===== config.mk =====
export PLATFORM = sky130hd
export DESIGN_NAME = fir_decim_out
export DESIGN_NICKNAME = d
export VERILOG_FILES = /design/src/rtl/fir_decim_out.sv
export SDC_FILE = /design/constraint.sdc
export NUM_CORES = 1
export LEC_CHECK = 0
export CAP_MARGIN = 20
export CORE_ASPECT_RATIO = 1.5
export CORE_MARGIN = 2
export CORE_UTILIZATION = 55
export DETAILED_ROUTE_END_ITERATION = 10
export PLACE_DENSITY_LB_ADDON = 0.12
export SLEW_MARGIN = 30
export SYNTH_ARGS = -nofsm -noshare
export SYNTH_HDL_FRONTEND = slang
export SYNTH_SLANG_ARGS = --single-unit

===== constraint.sdc =====
create_clock -name clk -period 7.2 [get_ports clk]
set_clock_uncertainty 0.1 [all_clocks]
set_input_delay 2.16 -clock clk [delete_from_list [all_inputs] [get_ports clk]]
set_output_delay 2.16 -clock clk [all_outputs]
set_load 0.05 [all_outputs]

===== src/rtl/fir_decim_out.sv =====
// fir_decim_out: drops FIR pipeline-fill samples, decimates by DECIM,
// rounds/saturates to OUT_W bits and buffers in a show-ahead FIFO drained
// through a valid/ready handshake.
module fir_decim_out #(
  parameter int IN_W  = 32,
  parameter int OUT_W = 16,
  parameter int SHIFT = 15,
  parameter int DECIM = 4,
  parameter int SKIP  = 19,
  parameter int DEPTH = 4
) (
  input  logic             clk,
  input  logic             Reset,
  input  logic [IN_W-1:0]  fir_in,
  input  logic             in_valid,
  output logic [OUT_W-1:0] out_data,
  output logic             out_valid,
  input  logic             out_ready,
  output logic             sat_flag,
  output logic             ovf_flag,
  input  logic             flag_clr
);

  localparam int AW   = $clog2(DEPTH);
  localparam int SK_W = (SKIP > 0) ? $clog2(SKIP + 1) : 1;
  localparam int PH_W = (DECIM > 1) ? $clog2(DECIM) : 1;
  localparam logic [IN_W:0] RND = (IN_W + 1)'(1) << (SHIFT - 1);

  logic [SK_W-1:0]  skip_q, skip_d;
  logic [PH_W-1:0]  phase_q, phase_d;
  logic             stg_vld_q, stg_vld_d;
  logic [OUT_W-1:0] stg_data_q, stg_data_d;
  logic             sat_q, sat_d;
  logic             ovf_q, ovf_d;
  logic [AW:0]      wptr_q, wptr_d, rptr_q, rptr_d;
  logic [OUT_W-1:0] mem_q [DEPTH];
  logic [OUT_W-1:0] mem_d [DEPTH];

  logic             skipping, keep, clamp;
  logic [IN_W:0]    ext;
  logic signed [IN_W:0] shr;
  logic [OUT_W-1:0] rounded;
  logic             empty, full, rd, wr, drop;

  // Skip/phase counting: only accepted samples move either counter.
  always_comb begin
    skip_d   = skip_q;
    phase_d  = phase_q;
    skipping = (skip_q != SK_W'(SKIP));
    keep     = in_valid && !skipping && (phase_q == '0);
    if (in_valid) begin
      if (skipping)
        skip_d = skip_q + SK_W'(1);
      else if (phase_q == PH_W'(DECIM - 1))
        phase_d = '0;
      else
        phase_d = phase_q + PH_W'(1);
    end
  end

  // Round half toward +inf, then clamp when the bits above the output sign
  // are not a pure sign extension.
  always_comb begin
    ext     = {fir_in[IN_W-1], fir_in} + RND;
    shr     = $signed(ext) >>> SHIFT;
    clamp   = !((&shr[IN_W:OUT_W-1]) || (~|shr[IN_W:OUT_W-1]));
    rounded = shr[OUT_W-1:0];
    if (clamp)
      rounded = shr[IN_W] ? {1'b1, {(OUT_W-1){1'b0}}} : {1'b0, {(OUT_W-1){1'b1}}};
    stg_vld_d  = keep;
    stg_data_d = keep ? rounded : stg_data_q;
  end

  // FIFO control and sticky flags; a same-cycle set beats flag_clr.
  always_comb begin
    empty = (wptr_q == rptr_q);
    full  = (wptr_q[AW] != rptr_q[AW]) && (wptr_q[AW-1:0] == rptr_q[AW-1:0]);
    rd    = !empty && out_ready;
    wr    = stg_vld_q && (!full || rd);
    drop  = stg_vld_q && full && !rd;
    mem_d = mem_q;
    if (wr)
      mem_d[wptr_q[AW-1:0]] = stg_data_q;
    wptr_d = wptr_q + (AW + 1)'(wr);
    rptr_d = rptr_q + (AW + 1)'(rd);
    sat_d  = (keep && clamp) || (sat_q && !flag_clr);
    ovf_d  = drop || (ovf_q && !flag_clr);
  end

  // Control state, all cleared asynchronously.
  always_ff @(posedge clk or posedge Reset) begin
    if (Reset) begin
      skip_q     <= '0;
      phase_q    <= '0;
      stg_vld_q  <= 1'b0;
      stg_data_q <= '0;
      sat_q      <= 1'b0;
      ovf_q      <= 1'b0;
      wptr_q     <= '0;
      rptr_q     <= '0;
    end else begin
      skip_q     <= skip_d;
      phase_q    <= phase_d;
      stg_vld_q  <= stg_vld_d;
      stg_data_q <= stg_data_d;
      sat_q      <= sat_d;
      ovf_q      <= ovf_d;
      wptr_q     <= wptr_d;
      rptr_q     <= rptr_d;
    end
  end

  // FIFO storage carries no reset; empty entries are masked at the output.
  always_ff @(posedge clk) begin
    mem_q <= mem_d;
  end

  assign out_valid = !empty;
  assign out_data  = empty ? '0 : mem_q[rptr_q[AW-1:0]];
  assign sat_flag  = sat_q;
  assign ovf_flag  = ovf_q;

endmodule


==> run metrics, run 1 <==
static leakage=1.90 nW; grt total ovfl=0; WP data required=4.94 ns; crit path DAT=3.00 ns; num rows=39; worst r2r src=rptr_q[1]; fin crit period=5.26 ns; number of routed nets with antenna violations=0; sequential area share after synthesis=62.8%; CTS buffer count=9; post-CTS resize count=0; CTS HTree Levels=3; Post-synth EDFFs=64; Top delay family on crit path=flip-flops; number of global-route vias before repair=2527; hold depth=2; initial DRC count=110; Reg2Reg Setup Slack=4.32 ns; Post-Syn Instances=283; Core ar.=7610 um^2; Port Buffers=41; Least-Margin Pin Slew=0.893 ns; ys flop type=edfxtp_1; Synthesis Warnings=0; num ports=56; CTS clock-pin slew for the worst setup and hold paths=0.06 ns; GRT Total Usage=18.6%; Overall Power=2.01 mW; Power Density=393 nW/um^2; Hold Path End=ovf_flag; Final Cycle Share=73.1%; CP max stage delay=0.86 ns; Fin Setup TNS=0 ns; clk buf depth=2; Die Y-Extent=113 um; CP cell instances=xor2_1 > nor3b_4 > nor2b_1 > clkdlybuf4s50_1; vias per cell=5.53; hold_buf cts=0; Post-DP HPWL=4910 um; Area Overhead vs Synth=18.2%; die width=76.5 um; root buf cell=clkbuf_16; Pre-antenna DRT Iters=4; area of the mapped netlist=4330 um^2; Worst Path Max Fanout=18; Avg Cell Area, Syn=15.3 um^2; worst skew pair latency=0.34 ns; RD Place Congestion=0.753; vias post-DR=2393; n_diodes=0; synth unique cells=45; worst r2r path cells=5; type of origin of the critical path=flip-flop; setup bufs post-CTS=0; fraction of layout cells with a size suffix above 1=16.9%; # clock sinks=96; async set-or-reset flop fraction in the synthesized netlist=33.3%; Final WS setup=1.94 ns; routed len/inst=16.3 um; post-synth net total=328; Hold Vio Cnt, Final=0; Setup violations, final=0; Initial Util=56.9%; hold crit path type=reg -> reg; RSZ-0062 raised after global routing=false; Worst Setup Path Type=reg -> out; full die area=8620 um^2; critical path's slowest cell=dfrtp_1; min-delay src=stg_vld_q; Levels on crit path=4; worst slack, placed=2.19 ns; nets@finish=371; CTS tree=yes; endpoint type of the worst setup path=primary output; status=completed; CP Buf/Inv Count=1; Fill cells=579; pin count of the biggest net entering global routing=33; register bit total from synthesis=96; worst rel slew slack=40.4%; initial antenna violation count=0; Worst IR Drop VDD=0.254 mV; Max Cap Viol=0; Reg-to-Reg End=mem_q[35]; drt drc=0; Final Max Slew Viols=0; first-pass GRT wire length=12200 um; fmax=190 MHz; WL final=7050 um
## final cells by class
type                            instances  area, um^2  area share, %
Sequential cell                        96        2720           53.2
Multi-Input combinational cell        165        1500           29.4
Timing Repair Buffer                   44         433           8.46
Clock buffer                           15         289           5.65
Tap cell                              102         128           2.49
Inverter                               10        37.5          0.733
Clock inverter                          1        6.26          0.122
## layer usage
| metal | up-vias | GRT usage [%] | share of wire (%) |
|---|---|---|---|
| met4 | 0 | 7.52 | 1.9 |
| li1 | 1168 | - | - |
| met3 | 11 | 4.63 | 3.2 |
| met1 | 1170 | 21.8 | 43 |
| met2 | 44 | 32.8 | 52 |
| met5 | - | 0 | 0 |
## power breakdown
group / internal [mW] / switching [mW]
logic: 0.320 / 0.429
registers: 0.702 / 0.101
clock network: 0.275 / 0.183
total: 1.30 / 0.714
## worst reg2reg max path, cell delays in order, from the launching register on
cell	delay (ns)
dfrtp_1	0.86
xor2_1	0.33
nor4_1	0.13
nor2b_1	0.28
nand2_1	0.11
nor2_2	0.69
## layout by cell type (no fill, tap or decap), types with 2 or more instances in the layout
master and n:
nand3_1 6, or3_1 2, nor2_2 7, inv_1 10, clkbuf_1 3, nor2_1 11, nand2_1 11, and3_1 4
nor4_1 3, clkdlybuf4s50_1 41, xor2_1 9, xnor2_1 13, o21ai_0 4, o22a_1 15, clkbuf_16 10, mux2_2 3
mux4_2 16, nor3_1 2, nor2b_1 18, buf_4 3, a21oi_1 2, ha_1 8, clkbuf_8 2, dfrtp_1 32
nand4_1 7, edfxtp_1 64, nor3b_4 2, a21o_1 3
## logic make-up after synthesis
family	count (synthesis)	synth area share, %
XOR/XNOR	22	4.45
buffers and inverters	22	3.09
AND/OR/NAND/NOR	86	12.6
multiplexers	19	9.10
flip-flops	96	62.8
AO/OA/AOI/OAI	30	5.63
adder cells (fa/ha/maj)	8	2.31
## how the worst max path moves through the flow
stage          startpoint           end  slack, ns
2_1_floorplan   out_ready     mem_q[48]       2.98
3_3_place_gp    rptr_q[1]  out_data[12]       1.94
3_5_place_dp    rptr_q[1]  out_data[12]       2.19
4_1_cts         rptr_q[1]  out_data[12]       1.83
5_1_grt         rptr_q[1]   out_data[0]       1.66
6_report        rptr_q[1]   out_data[0]       1.94
## cells in the mapped netlist (2+ instances only)
library cell | n | area share, %
nand3_1 | 6 | 0.69
dfrtp_1 | 32 | 18
nor2_1 | 13 | 1.1
or3_1 | 2 | 0.29
nand2_1 | 11 | 0.95
a21o_1 | 3 | 0.52
nor2_2 | 6 | 0.87
clkbuf_1 | 3 | 0.26
edfxtp_1 | 64 | 44
buf_2 | 2 | 0.23
o22a_1 | 15 | 3.0
nor4_1 | 3 | 0.43
xor2_1 | 9 | 1.8
nand4_1 | 7 | 1.0
a21oi_1 | 2 | 0.23
mux4_2 | 16 | 8.3
inv_1 | 10 | 0.87
o21ai_0 | 4 | 0.46
ha_1 | 8 | 2.3
nor2b_1 | 18 | 2.6
mux2_2 | 3 | 0.78
and3_1 | 4 | 0.58
buf_6 | 6 | 1.6
nor3b_2 | 2 | 0.58
nor3_1 | 2 | 0.23
xnor2_1 | 13 | 2.6
## registers in the layout, indices dropped and copies added (netlist names)
| register | count |
|---|---|
| mem_q | 64 |
| stg_data_q | 16 |
| skip_q | 5 |
| rptr_q | 3 |
| wptr_q | 3 |
| phase_q | 2 |
| ovf_flag | 1 |
| sat_flag | 1 |
| stg_vld_q | 1 |
## per-stage QoR
step / area [um^2] / std cells / hold WS [ns] / util, %
2_1_floorplan: 4330 / 283 / 0.342 / -
3_3_place_gp: 4810 / 417 / 0.362 / 63.1
3_5_place_dp: 4810 / 417 / 0.362 / 63.2
4_1_cts: 5110 / 433 / 0.375 / 67.1
5_1_grt: 5120 / 433 / 0.396 / 67.3
6_report: 5120 / 433 / 0.374 / 67.3
No activity file was read; power rests on OpenSTA's default activity.
==> run 2, diff against run 1 <==
--- a/config.mk
+++ b/config.mk
@@ -8,7 +8,7 @@
 export CAP_MARGIN = 20
 export CORE_ASPECT_RATIO = 1.5
 export CORE_MARGIN = 2
-export CORE_UTILIZATION = 55
+export CORE_UTILIZATION = 50
 export DETAILED_ROUTE_END_ITERATION = 10
 export PLACE_DENSITY_LB_ADDON = 0.12
 export SLEW_MARGIN = 30
==> constraint.sdc (replaced) <==
create_clock -name clk -period 4.7 [get_ports clk]
set_clock_uncertainty 0.1 [all_clocks]
set_input_delay 1.41 -clock clk [delete_from_list [all_inputs] [get_ports clk]]
set_output_delay 1.41 -clock clk [all_outputs]
set_load 0.05 [all_outputs]
==> run metrics, run 2 (synthesized netlist as in run 1, its figures left out) <==
first-pass GRT wire length=11600 um (was 12200 um); Die Y-Extent=118 um (was 113 um); worst slack, placed=0.834 ns (was 2.19 ns); worst rel slew slack=42.3% (was 40.4%); vias post-DR=2412 (was 2393); commonest cells after routing, fill and taps aside=edfxtp_1, clkdlybuf4s50_1, dfrtp_1 (unchanged); CTS buffer count=9 (unchanged); WL final=7060 um (was 7050 um); largest registers=mem_q x64, stg_data_q x16, skip_q x5 (unchanged); number of global-route vias before repair=2354 (was 2527); worst r2r src=rptr_q[0] (was rptr_q[1]); CP max stage delay=0.82 ns (was 0.86 ns); Post-DP HPWL=4840 um (was 4910 um); Fin Setup TNS=0 ns (unchanged); Final WS setup=0.677 ns (was 1.94 ns); Max Cap Viol=0 (unchanged); fmax=249 MHz; hold crit path type=reg -> reg (unchanged); CP cell instances=buf_4 > xor2_1 > nor3b_2 > buf_4 > nor2b_1 > clkdlybuf4s50_1 (was xor2_1 > nor3b_4 > nor2b_1 > clkdlybuf4s50_1); pin count of the biggest net entering global routing=26 (was 33); Reg-to-Reg End=mem_q[10] (was mem_q[35]); drt drc=0 (unchanged); post-CTS resize count=0 (unchanged); worst r2r path cells=5 (unchanged); number of routed nets with antenna violations=0 (unchanged); Area Overhead vs Synth=18.1% (was 18.2%); Critical path origin=rptr_q[0] (was rptr_q[1]); Final Max Slew Viols=0 (unchanged); CTS tree=yes (unchanged); Power Density=589 nW/um^2 (was 393 nW/um^2); RSZ-0062 raised after global routing=false (unchanged); fin crit period=4.02 ns; Reg2Reg Setup Slack=2.20 ns (was 4.32 ns); Levels on crit path=6 (was 4); grt total ovfl=0 (unchanged); Least-Margin Pin Slew=0.865 ns (was 0.893 ns); Core ar.=8410 um^2 (was 7610 um^2); most numerous cell on the critical path=buf_4; GRT Total Usage=16.4% (was 18.6%); setup bufs post-CTS=0 (unchanged); RD Place Congestion=0.780 (was 0.753); most common cell after layout, fill and taps aside=edfxtp_1 (unchanged); largest register by flop count=mem_q (unchanged); static leakage=1.91 nW (was 1.90 nW); Pre-antenna DRT Iters=4 (unchanged); CTS clock-pin slew for the worst setup and hold paths=0.06 ns (about the same); Setup violations, final=0 (unchanged); status=completed (unchanged); endpoint type of the worst setup path=primary output (unchanged); num rows=41 (was 39); Critical Path End=out_data[7] (was out_data[0]); die width=80.0 um (was 76.5 um); Worst IR Drop VDD=0.349 mV (was 0.254 mV); # clock sinks=96 (unchanged); Worst Path Max Fanout=18 (unchanged); hold_buf cts=0 (unchanged); type of origin of the critical path=flip-flop (unchanged); initial antenna violation count=0 (unchanged); Final Cycle Share=85.6%; worst skew pair latency=0.33 ns (was 0.34 ns); routed len/inst=15.9 um (was 16.3 um); crit path DAT=2.51 ns (was 3.00 ns); Port Buffers=41 (unchanged); vias per cell=5.43 (was 5.53); CTS HTree Levels=3 (unchanged); clk buf depth=2 (unchanged); n_diodes=0 (unchanged); Worst Setup Path Type=reg -> out (unchanged); CP Buf/Inv Count=3 (was 1); root buf cell=clkbuf_16 (unchanged); fraction of layout cells with a size suffix above 1=17.8% (was 16.9%); WP data required=3.19 ns (was 4.94 ns); Top delay family on crit path=buffers and inverters (was flip-flops); nets@finish=377 (was 371); initial DRC count=120 (was 110); num ports=56 (unchanged); Initial Util=51.5% (was 56.9%); critical path's slowest cell=clkdlybuf4s50_1 (was dfrtp_1); Hold Vio Cnt, Final=0 (unchanged); Largest register FFs=64 (unchanged); full die area=9440 um^2 (was 8620 um^2)
run 2: worst min path at each step:
stage	from	depth (start not counted)	slack (ns)	endpoint
3_5_place_dp	rptr_q[2]	1	0.38	rptr_q[2]
4_1_cts	wptr_q[2]	1	0.39	wptr_q[2]
2_1_floorplan	stg_vld_q	2	0.34	ovf_flag
3_3_place_gp	wptr_q[2]	1	0.38	wptr_q[2]
5_1_grt	rptr_q[2]	1	0.40	rptr_q[2]
6_report	stg_vld_q	2	0.39	ovf_flag
run 2: worst min-delay path: stages (launching register included):
cell and delay (ns):
dfrtp_1 0.33, nand2_1 0.05, o21ai_0 0.06
run 2: layer usage:
metal | track usage, % | up-vias | routed length (um)
met1 | 20.2 | 1180 | 2960
met2 | 27.3 | 55 | 3690
met4 | 6.67 | 0 | 147
met5 | 0 | - | 0
li1 | - | 1165 | -
met3 | 3.99 | 12 | 264
run 2: where the power goes:
part	switching, mW	internal (mW)
Combinational	0.680	0.496
Clock	0.265	0.372
Sequential	0.124	1.08
Total	1.07	1.94
run 2: area by class of cell:
class | count | area, um^2
fill | 679 | 3300
timing repair buffer | 50 | 478
clock inverter | 2 | 10.0
tap | 107 | 134
sequential | 96 | 2720
clock buffer | 14 | 254
inverter | 10 | 37.5
multi-input combinational | 165 | 1480
run 2: through the flow:
step	power (mW)	util [%]	instance area (um^2)	hold slack [ns]	std cells
global placement	2.39	57.7	4850	0.376	428
global route	3.16	60.8	5120	0.401	444
detailed placement	2.41	57.7	4850	0.379	428
CTS	3.05	60.8	5120	0.392	444
finish	3.01	60.8	5120	0.387	444
floorplan	2.05	-	4330	0.342	283
==> run 3, diff against run 2 <==
--- a/config.mk
+++ b/config.mk
@@ -11,6 +11,7 @@
 export CORE_UTILIZATION = 50
 export DETAILED_ROUTE_END_ITERATION = 10
 export PLACE_DENSITY_LB_ADDON = 0.12
+export REMOVE_ABC_BUFFERS = 1
 export SLEW_MARGIN = 30
 export SYNTH_ARGS = -nofsm -noshare
 export SYNTH_HDL_FRONTEND = slang
==> run metrics, run 3 (synthesized netlist as in run 1, its figures left out) <==
fin crit period=4.00 ns (was 4.02 ns); Core ar.=8410 um^2 (unchanged); vias post-DR=2470 (was 2412); WL final=7030 um (was 7060 um); initial DRC count=178 (was 120); Reg-to-Reg End=mem_q[2] (was mem_q[10]); final core utilization=61.1% (was 60.8%); Fin Setup TNS=0 ns (unchanged); Largest register FFs=64 (unchanged); type of origin of the critical path=flip-flop (unchanged); worst r2r path cells=4 (was 5); pin count of the biggest net entering global routing=22 (was 26); Max Cap Viol=0 (unchanged); root buf cell=clkbuf_16 (unchanged); first-pass GRT wire length=11900 um (was 11600 um); Reg2Reg Setup Slack=2.18 ns (was 2.20 ns); post-CTS resize count=0 (unchanged); CTS tree=yes (unchanged); Final Cycle Share=85.2% (was 85.6%); Pre-antenna DRT Iters=4 (unchanged); GRT Total Usage=16.4% (about the same); full die area=9440 um^2 (unchanged); area of the multi-input gates=1490 um^2 (was 1480 um^2); Initial Util=51.5% (unchanged); Post-DP HPWL=4950 um (was 4840 um); min-delay src=stg_vld_q (unchanged); Final WS setup=0.696 ns (was 0.677 ns); Hold Path End=ovf_flag (unchanged); vias per cell=5.58 (was 5.43); initial antenna violation count=0 (unchanged); Power Density=594 nW/um^2 (was 589 nW/um^2); n_diodes=0 (unchanged); RD Place Congestion=0.849 (was 0.780); endpoint type of the worst setup path=primary output (unchanged); WP data required=3.19 ns (about the same); commonest cells after routing, fill and taps aside=edfxtp_1, clkdlybuf4s50_1, dfrtp_1 (unchanged); RSZ-0062 raised after global routing=false (unchanged); largest registers=mem_q x64, stg_data_q x16, skip_q x5 (unchanged); number of routed nets with antenna violations=0 (unchanged); Area Overhead vs Synth=18.6% (was 18.1%); Least-Margin Pin Slew=0.865 ns (about the same); nets@finish=376 (was 377); num ports=56 (unchanged); # clock sinks=96 (unchanged); worst rel slew slack=42.4% (was 42.3%); routed len/inst=15.9 um (about the same); Setup violations, final=0 (unchanged); clk buf depth=2 (unchanged); hold_buf cts=0 (unchanged); register area=2720 um^2 (unchanged); num rows=41 (unchanged); hold crit path type=reg -> reg (unchanged); die width=80.0 um (unchanged); Die Y-Extent=118 um (unchanged); fmax=250 MHz (was 249 MHz); CTS HTree Levels=3 (unchanged); Final Max Slew Viols=0 (unchanged); worst r2r src=rptr_q[1] (was rptr_q[0]); crit path DAT=2.49 ns (was 2.51 ns); static leakage=1.92 nW (was 1.91 nW); worst skew pair latency=0.33 ns (about the same); Hold Vio Cnt, Final=0 (unchanged); most common cell after layout, fill and taps aside=edfxtp_1 (unchanged); hold depth=2 (unchanged); status=completed (unchanged); Port Buffers=41 (unchanged); setup bufs post-CTS=0 (unchanged); worst slack, placed=0.626 ns (was 0.834 ns); Worst IR Drop VDD=0.348 mV (was 0.349 mV); largest register by flop count=mem_q (unchanged); drt drc=0 (unchanged); Worst Path Max Fanout=15 (was 18); fraction of layout cells with a size suffix above 1=17.9% (was 17.8%); CTS clock-pin slew for the worst setup and hold paths=0.06 ns (about the same); Fill cells=675 (was 679); grt total ovfl=0 (unchanged); number of global-route vias before repair=2491 (was 2354); CTS buffer count=9 (unchanged); Worst Setup Path Type=reg -> out (unchanged); Fin Hold WS=0.382 ns (was 0.387 ns)
==> run 3: cell count changes in the layout (fill, tap and decap cells not counted), sizes merged <==
cell	change
buf	-1
clkbuf	-1
clkinv	+1
==> run 3: final cells by class <==
type / count / share of cell area, %
inverters: 10 / 0.730
flip-flops and latches: 96 / 53.0
clock buffers: 13 / 5.28
repair buffers: 49 / 9.16
well taps: 107 / 2.61
clock inverters: 3 / 0.292
multi-input cells: 165 / 29.0
==> run 3: power by group <==
group	internal [mW]	switching, mW
sequential	1.08	0.144
clock	0.403	0.274
combinational	0.496	0.658
==> run 3: worst max-delay path by stage <==
| stage | cells past startpoint | slack [ns] | from | end |
|---|---|---|---|---|
| 5_1_grt | 4 | 0.56 | rptr_q[0] | out_data[6] |
| 2_1_floorplan | 3 | 1.05 | rptr_q[0] | out_valid |
| 4_1_cts | 4 | 0.65 | rptr_q[0] | out_data[6] |
| 3_5_place_dp | 6 | 0.63 | fir_in[16] | stg_data_q[0] |
| 6_report | 4 | 0.70 | rptr_q[0] | out_data[6] |
| 3_3_place_gp | 6 | 0.67 | fir_in[16] | stg_data_q[0] |
==> run 3: worst max-delay path, stage by stage, from the launching register on <==
cell             delay [ns]
dfrtp_1                0.43
buf_4                  0.33
mux4_2                 0.56
nor2b_1                0.14
clkdlybuf4s50_1        0.70
==> run 3: layer usage <==
layer / track usage (%) / part of all wire, %
met1: 20.2 / 42
met2: 28.2 / 54
met3: 2.68 / 2.8
met4: 6.78 / 1.8
met5: 0 / 0
==> run 3: stage by stage <==
stage	power [mW]	std cells	cell area, um^2
3_5_place_dp	2.41	427	4850
3_3_place_gp	2.39	427	4850
2_1_floorplan	2.02	271	4240
4_1_cts	3.09	443	5130
6_report	3.05	443	5140
5_1_grt	3.20	443	5140
